### src/rtl/tt_um_serial_adder8.sv
// Bit-serial 8-bit adder: one full-adder cell fed LSB-first, result 8 clocks after start.
// No backpressure: loads/start are only honoured in IDLE and are silently ignored while busy.
module tt_um_serial_adder8 (
    input  logic [7:0] ui_in,
    output logic [7:0] uo_out,
    input  logic [7:0] uio_in,
    output logic [7:0] uio_out,
    output logic [7:0] uio_oe,
    input  logic       ena,
    input  logic       clk,
    input  logic       rst_n
);

    typedef enum logic {IDLE, RUN} state_t;

    state_t     state;
    logic [2:0] cnt;
    logic [7:0] a_sh;
    logic [7:0] b_sh;
    logic [7:0] s_sh;
    logic       c;
    logic [7:0] r;
    logic       cout;
    logic       ovf;
    logic       done;

    logic load_a, load_b, start, cin;
    logic fa_sum, fa_carry;
    logic unused_pins;

    assign load_a = uio_in[0];
    assign load_b = uio_in[1];
    assign start  = uio_in[2];
    assign cin    = uio_in[3];
    assign unused_pins = &{1'b0, ena, uio_in[7:4]};

    // The single full-adder bit cell the sequencer serves.
    assign fa_sum   = a_sh[0] ^ b_sh[0] ^ c;
    assign fa_carry = (a_sh[0] & b_sh[0]) | (a_sh[0] & c) | (b_sh[0] & c);

    always_ff @(posedge clk or negedge rst_n) begin
        if (!rst_n) begin
            state <= IDLE;
            cnt   <= 3'd0;
            a_sh  <= 8'h00;
            b_sh  <= 8'h00;
            s_sh  <= 8'h00;
            c     <= 1'b0;
            r     <= 8'h00;
            cout  <= 1'b0;
            ovf   <= 1'b0;
            done  <= 1'b0;
        end else begin
            case (state)
                IDLE: begin
                    if (load_a || load_b) begin
                        if (load_a) a_sh <= ui_in;
                        if (load_b) b_sh <= ui_in;
                        done <= 1'b0;
                    end else if (start) begin
                        state <= RUN;
                        cnt   <= 3'd0;
                        c     <= cin;
                        done  <= 1'b0;
                    end
                end
                RUN: begin
                    a_sh <= {1'b0, a_sh[7:1]};
                    b_sh <= {1'b0, b_sh[7:1]};
                    s_sh <= {fa_sum, s_sh[7:1]};
                    c    <= fa_carry;
                    cnt  <= cnt + 3'd1;
                    if (cnt == 3'd7) begin
                        // c here is the carry into bit 7, fa_carry the carry out of it.
                        r     <= {fa_sum, s_sh[7:1]};
                        cout  <= fa_carry;
                        ovf   <= c ^ fa_carry;
                        done  <= 1'b1;
                        state <= IDLE;
                    end
                end
                default: state <= IDLE;
            endcase
        end
    end

    assign uo_out  = r;
    assign uio_out = {ovf, done, (state == RUN), cout, 4'b0000};
    assign uio_oe  = 8'b1111_0000;

endmodule

### config.mk
export PLATFORM = sky130hd
export DESIGN_NAME = tt_um_serial_adder8
export DESIGN_NICKNAME = d
export VERILOG_FILES = /design/src/rtl/tt_um_serial_adder8.sv
export SDC_FILE = /design/constraint.sdc
export NUM_CORES = 1
export LEC_CHECK = 0
export ABC_AREA = 1
export CORE_MARGIN = 5
export CORE_UTILIZATION = 49
export DETAILED_ROUTE_END_ITERATION = 8
export MAX_ROUTING_LAYER = met4
export PLACE_DENSITY = 0.75
export RECOVER_POWER = 25
export SYNTH_ARGS = -nofsm -noshare
export SYNTH_HDL_FRONTEND = slang
export SYNTH_SLANG_ARGS = --single-unit
export TNS_END_PERCENT = 1
### constraint.sdc
create_clock -name clk -period 2 [get_ports clk]
set_clock_uncertainty 0.2 [all_clocks]
set_input_delay 0.3 -clock clk [delete_from_list [all_inputs] [get_ports clk]]
set_output_delay 0.3 -clock clk [all_outputs]
set_load 0.02 [all_outputs]
Word level (Yosys, flattened, before mapping)
Cells that the tools add are included.
Storage, ports and cells
  flip-flop bits (word level): 40
  bits in latches: 0
  RAM bits: 0
  bits in read-only memories: 0
  output and inout port bits: 24
  logic and storage cells: 54
  memories kept: 0
Operators by class
  add/sub/neg operators: 1
  multiply operators: 0
  divide/modulo/power cells: 0
  $lt $le $gt $ge: 0
  eq/ne operators: 8
  shift operators: 0
  multiplexer cells: 20
  bitwise operators: 9
  reduce and logical (&&, ||, !) cells: 6
Operators with widths (number)
  2-to-1 mux 8 bit: 4
  case mux 8 bit (2 select lines): 2
  inequality test 2 bit, second input constant: 5
  AND reduction 2 bit: 5
  2-to-1 mux 1 bit: 8
  2-to-1 mux 3 bit: 2
  case mux 1 bit (2 select lines): 3
  case mux 3 bit (2 select lines): 1
  adder 3 x 1 -> 3 bit, second input constant: 1
  bitwise AND 1 bit: 3
  equality test 3 bit, second input constant: 1
  inequality test 3 bit, second input constant: 1
  bitwise XOR 1 bit: 3
  inequality test 2 x 1 -> 1 bit, second input constant: 1
  bitwise OR 1 bit: 2
  logical OR 1 bit: 1
  inverter 1 bit: 1

Logic depth before layout (Yosys ltp)
  word-level depth: 4
  depth in mapped cells: 7

Least setup slack after synthesis
OpenSTA, ideal clock, no wires.
  path kind: register to register
  start: register c
  end: register ovf
  arrival: 1.099 ns
  slack: 0.585 ns
  stages on the path, launching flop included: 5
  period minus slack after synthesis: 1.415 ns
  path through: dfrtp_1 > fa_1 > xor2_1 > nand2_1 > nand2_1
Between the ends
  longest elaborated chain between the ends: 4
RTL lines
  from (decl): line 21  | logic c;
  from (signal assigned): line 63  | c <= cin;
  from (signal assigned): line 71  | c <= fa_carry;
  bitwise AND 1 bit: line 39  | assign fa_carry = (a_sh[0] & b_sh[0]) | (a_sh[0] & c) | (b_sh[0] & c);
  bitwise OR 1 bit: line 39
  bitwise OR 1 bit (*): line 39
  net fa_carry: line 28  | logic fa_sum, fa_carry;
  bitwise XOR 1 bit (*): line 77  | ovf <= c ^ fa_carry;
  to (signal assigned): line 77
  to (decl): line 24  | logic ovf;
Mark *: on every way through the listed nets, which the timed path passes. The rest lies on a longest branch.
A chain may end at the register's enable or synchronous reset.

Worst setup path after layout
  start: register state
  end: output uio_out[5]
RTL lines
  from (decl): line 16  | state_t state;
  from (signal assigned): line 43  | state <= IDLE;
  from (signal assigned): line 61  | state <= RUN;
  from (signal assigned): line 79  | state <= IDLE;
  to (decl): line 7  | output logic [7:0] uio_out,
No word-level cell between the ends.

==> key figures <==
STA
  • Final Hold Fails: 0
  • Setup violators final: 0
  • Setup slack after layout: 246.7 ps
  • Actual slew at the worst max-slew pin: 933.8 ps
  • Rel. slew slack: 37.75%
  • Fin crit period: 1753 ps
  • Tcrit/Tclk final: 87.66%
  • Max Transition Viols Final: 0
  • Max Clock Freq: 570.4 MHz
  • RSZ-0062 raised after global routing: no
  • Setup TNS: 0 ps
  • Fin Hold WS: 277.6 ps

Final layout
  • Area grow syn2layout: 17.88%
  • Share of post-route cells with drive strength above 1: 7.438%
  • Final Core Density: 59.26%
  • Final instance area: about 0.0022 mm^2
  • ANT cells: 0
  • Layout Nets: 263

Logic synthesis
  • Post-synth EDFFs: 0
  • Register area share after synthesis: 53.42%
  • Area leader, netlist: dfrtp_1
  • Synth area leaders: dfrtp_1 53%, nand2_1 18%, buf_4 7.4%
  • Post-synthesis register bit count: 39
  • Fraction of registers with async set/reset: 100.0%
  • Area share of the largest cell type after synthesis: 53.42%
  • Synth Instances: 218
  • Synth Cell Area: 0.001827 mm^2
  • Top-count cell post-synth: nand2_1
  • Mapped Avg Cell Area: 8.380 um^2
  • Synth warnings: 0
  • Primary FF master, synth: dfrtp_1
  • Synth top cells by count: 88 x nand2_1, 39 x dfrtp_1, 20 x nand3_1
  • Netlist cell types: 19

Die
  • Starting Density: between 50% and 60%
  • Die width: 71.06 um
  • Die ar.: 0.005049 mm^2
  • Die Ht: roughly 70 um
  • Row count: 22
  • Core area: 0.003633 mm^2
  • Ports: 43

Placed design
  • Pre-CTS setup slack: 296.0 ps
  • DP Area: 0.002028 mm^2
  • Post-DP HPWL: around 2300 um
  • Port Buffers: 25
  • Routability Congestion: a little under 0.8

Worst setup path
  • Worst Path Arrival: 1250 ps
  • CP startpoint kind: flop
  • Slowest stage delay, CP: around 600 ps
  • CP Capture Type: output pin
  • CP top delay family: buffers and inverters
  • Slowest stage cell, crit path: clkdlybuf4s50_1
  • Setup CP Type: reg2out
  • RR Startpoint: cnt[0]$_DFFE_PN0P_
  • Worst reg2reg path depth: 7
  • Worst EP required: ~1500 ps
  • R2r setup slk: 420 ps
  • Stages on worst setup path: 1
  • Reg-to-reg endpoint: uo_out[7]$_DFFE_PN0P_
  • Crit path max fanout: 2
  • CP Cell Sequence: clkdlybuf4s50_1
  • Crit path buffers/inverters: 1

Outcome
  • Outcome: complete, no violations

Clock tree
  • H-tree levels: 2
  • CTS Buffer Depth: 2
  • Reg clk slew, reported paths: 70 ps
  • TritonCTS Sinks: 39
  • CTS tree: done
  • Post-CTS Resized: 0
  • Root buffer cell: clkbuf_8
  • Clock Latency Late Sink: a little under 300 ps
  • Num CTS Buffers: 5

Drt
  • DR pass1 iterations: 4
  • DR WL/cell: 11.17 um
  • Drt total wl: 3240 um
  • Final ANT Viol Nets: 0
  • Remaining routing DRC violations: 0
  • Vias post-DR: 1363
  • Vias per cell: around 4.7
  • Initial drt markers: 117

Global route
  • Initial antenna violation count: 0
  • First-pass GRT wire length: approximately 5500 um
  • All-Layer GR Usage: 14.56%
  • Pin count of the biggest net entering global routing: 40
  • Gr ovfl total: 0
  • Vias in the first global route: 1240

Power and ir drop
  • PwrDens: 1479 mW/mm^2
  • Leakage: between 1 and 1.5 nW
  • Peak supply drop: roughly 0.00065 V

Run
  • Maxcap violations: 0

Hold path
  • HP Start: b_sh[7]$_DFFE_PN0P_
  • Hold path cells: 2
  • Hold path endpoint: b_sh[7]$_DFFE_PN0P_
  • Hold Crit Class: reg2reg
-- layer usage --
metal	routed length, um	up-vias	track usage, %
li1	-	690	-
met1	1448	631	17.17
met2	1517	36	23.17
met3	212	6	3.409
met4	61	0	7.516
met5	0	-	-
-- where the power goes --
part | total, W | switching (W) | internal (W)
Sequential | 0.00131 | 0.000183 | 0.00112
Clock | 0.000675 | 0.000271 | 0.000403
Combinational | 0.00120 | 0.000709 | 0.000494
-- placed cells by master, fill, tap and decap left out, drive strengths merged --
| cell | count |
|---|---|
| nand2 | 88 |
| dfrtp | 39 |
| clkdlybuf4s50 | 24 |
| nand3 | 20 |
| inv | 16 |
| o21ai | 16 |
| conb | 12 |
| clkbuf | 7 |
| nor2 | 7 |
| buf | 4 |
| ha | 2 |
| a21oi | 1 |
| xor2 | 1 |
| or2 | 1 |
| fa | 1 |
| bufinv | 1 |
| clkinv | 1 |
| dlygate4sd3 | 1 |
-- flip-flops by register name, indices dropped and copies added, names as in the netlist --
signal	cells
a_sh	8
b_sh	8
c	1
cnt	3
cout	1
done	1
ovf	1
s_sh	7
state	1
uo_out	8
-- worst max-delay path by stage --
stage | slack [ps] | endpoint | startpoint
detailed placement | 300 | c$_DFFE_PN0P_ | uio_in[1]
CTS | 230 | uio_out[6] | done$_DFFE_PN0P_
global route | 190 | uo_out[0] | uo_out[0]$_DFFE_PN0P_
finish | 250 | uio_out[5] | state$_DFF_PN0_
floorplan | 580 | ovf$_DFFE_PN0P_ | c$_DFFE_PN0P_
global placement | 320 | cnt[1]$_DFFE_PN0P_ | uio_in[1]
-- metrics by stage --
step	cells	total power, W
after floorplan	228	0.002199
after global placement	281	0.002469
after detailed placement	281	0.002527
after CTS	290	0.003225
after global routing	290	0.003448
final	290	0.003184
-- cells by family after synthesis --
group	after synthesis	share of synthesized area, %
other	2	0.4111
adder cells (fa/ha/maj)	3	2.466
XOR/XNOR	1	0.4795
flip-flops	39	53.42
AND/OR/NAND/NOR	116	25.89
AO/OA/AOI/OAI	17	4.657
buffers and inverters	40	12.67
-- final cells by class --
class                      instances  area [um^2]
multi-input combinational        149        656.9
fill                             338         1480
clock buffer                       6        82.58
tap                               48        60.06
inverter                          16        60.06
clock inverter                     2        35.03
timing repair buffer              30        282.8
sequential                        39        975.9
-- what timing repair did --
action | in CTS | in global routing
endpoints found under the hold margin | 39 | 0
setup endpoints to repair | 0 | 0
setup buffers | 0 | 0
hold buffers | 1 | 0
No activity file was read; power rests on OpenSTA's default activity.
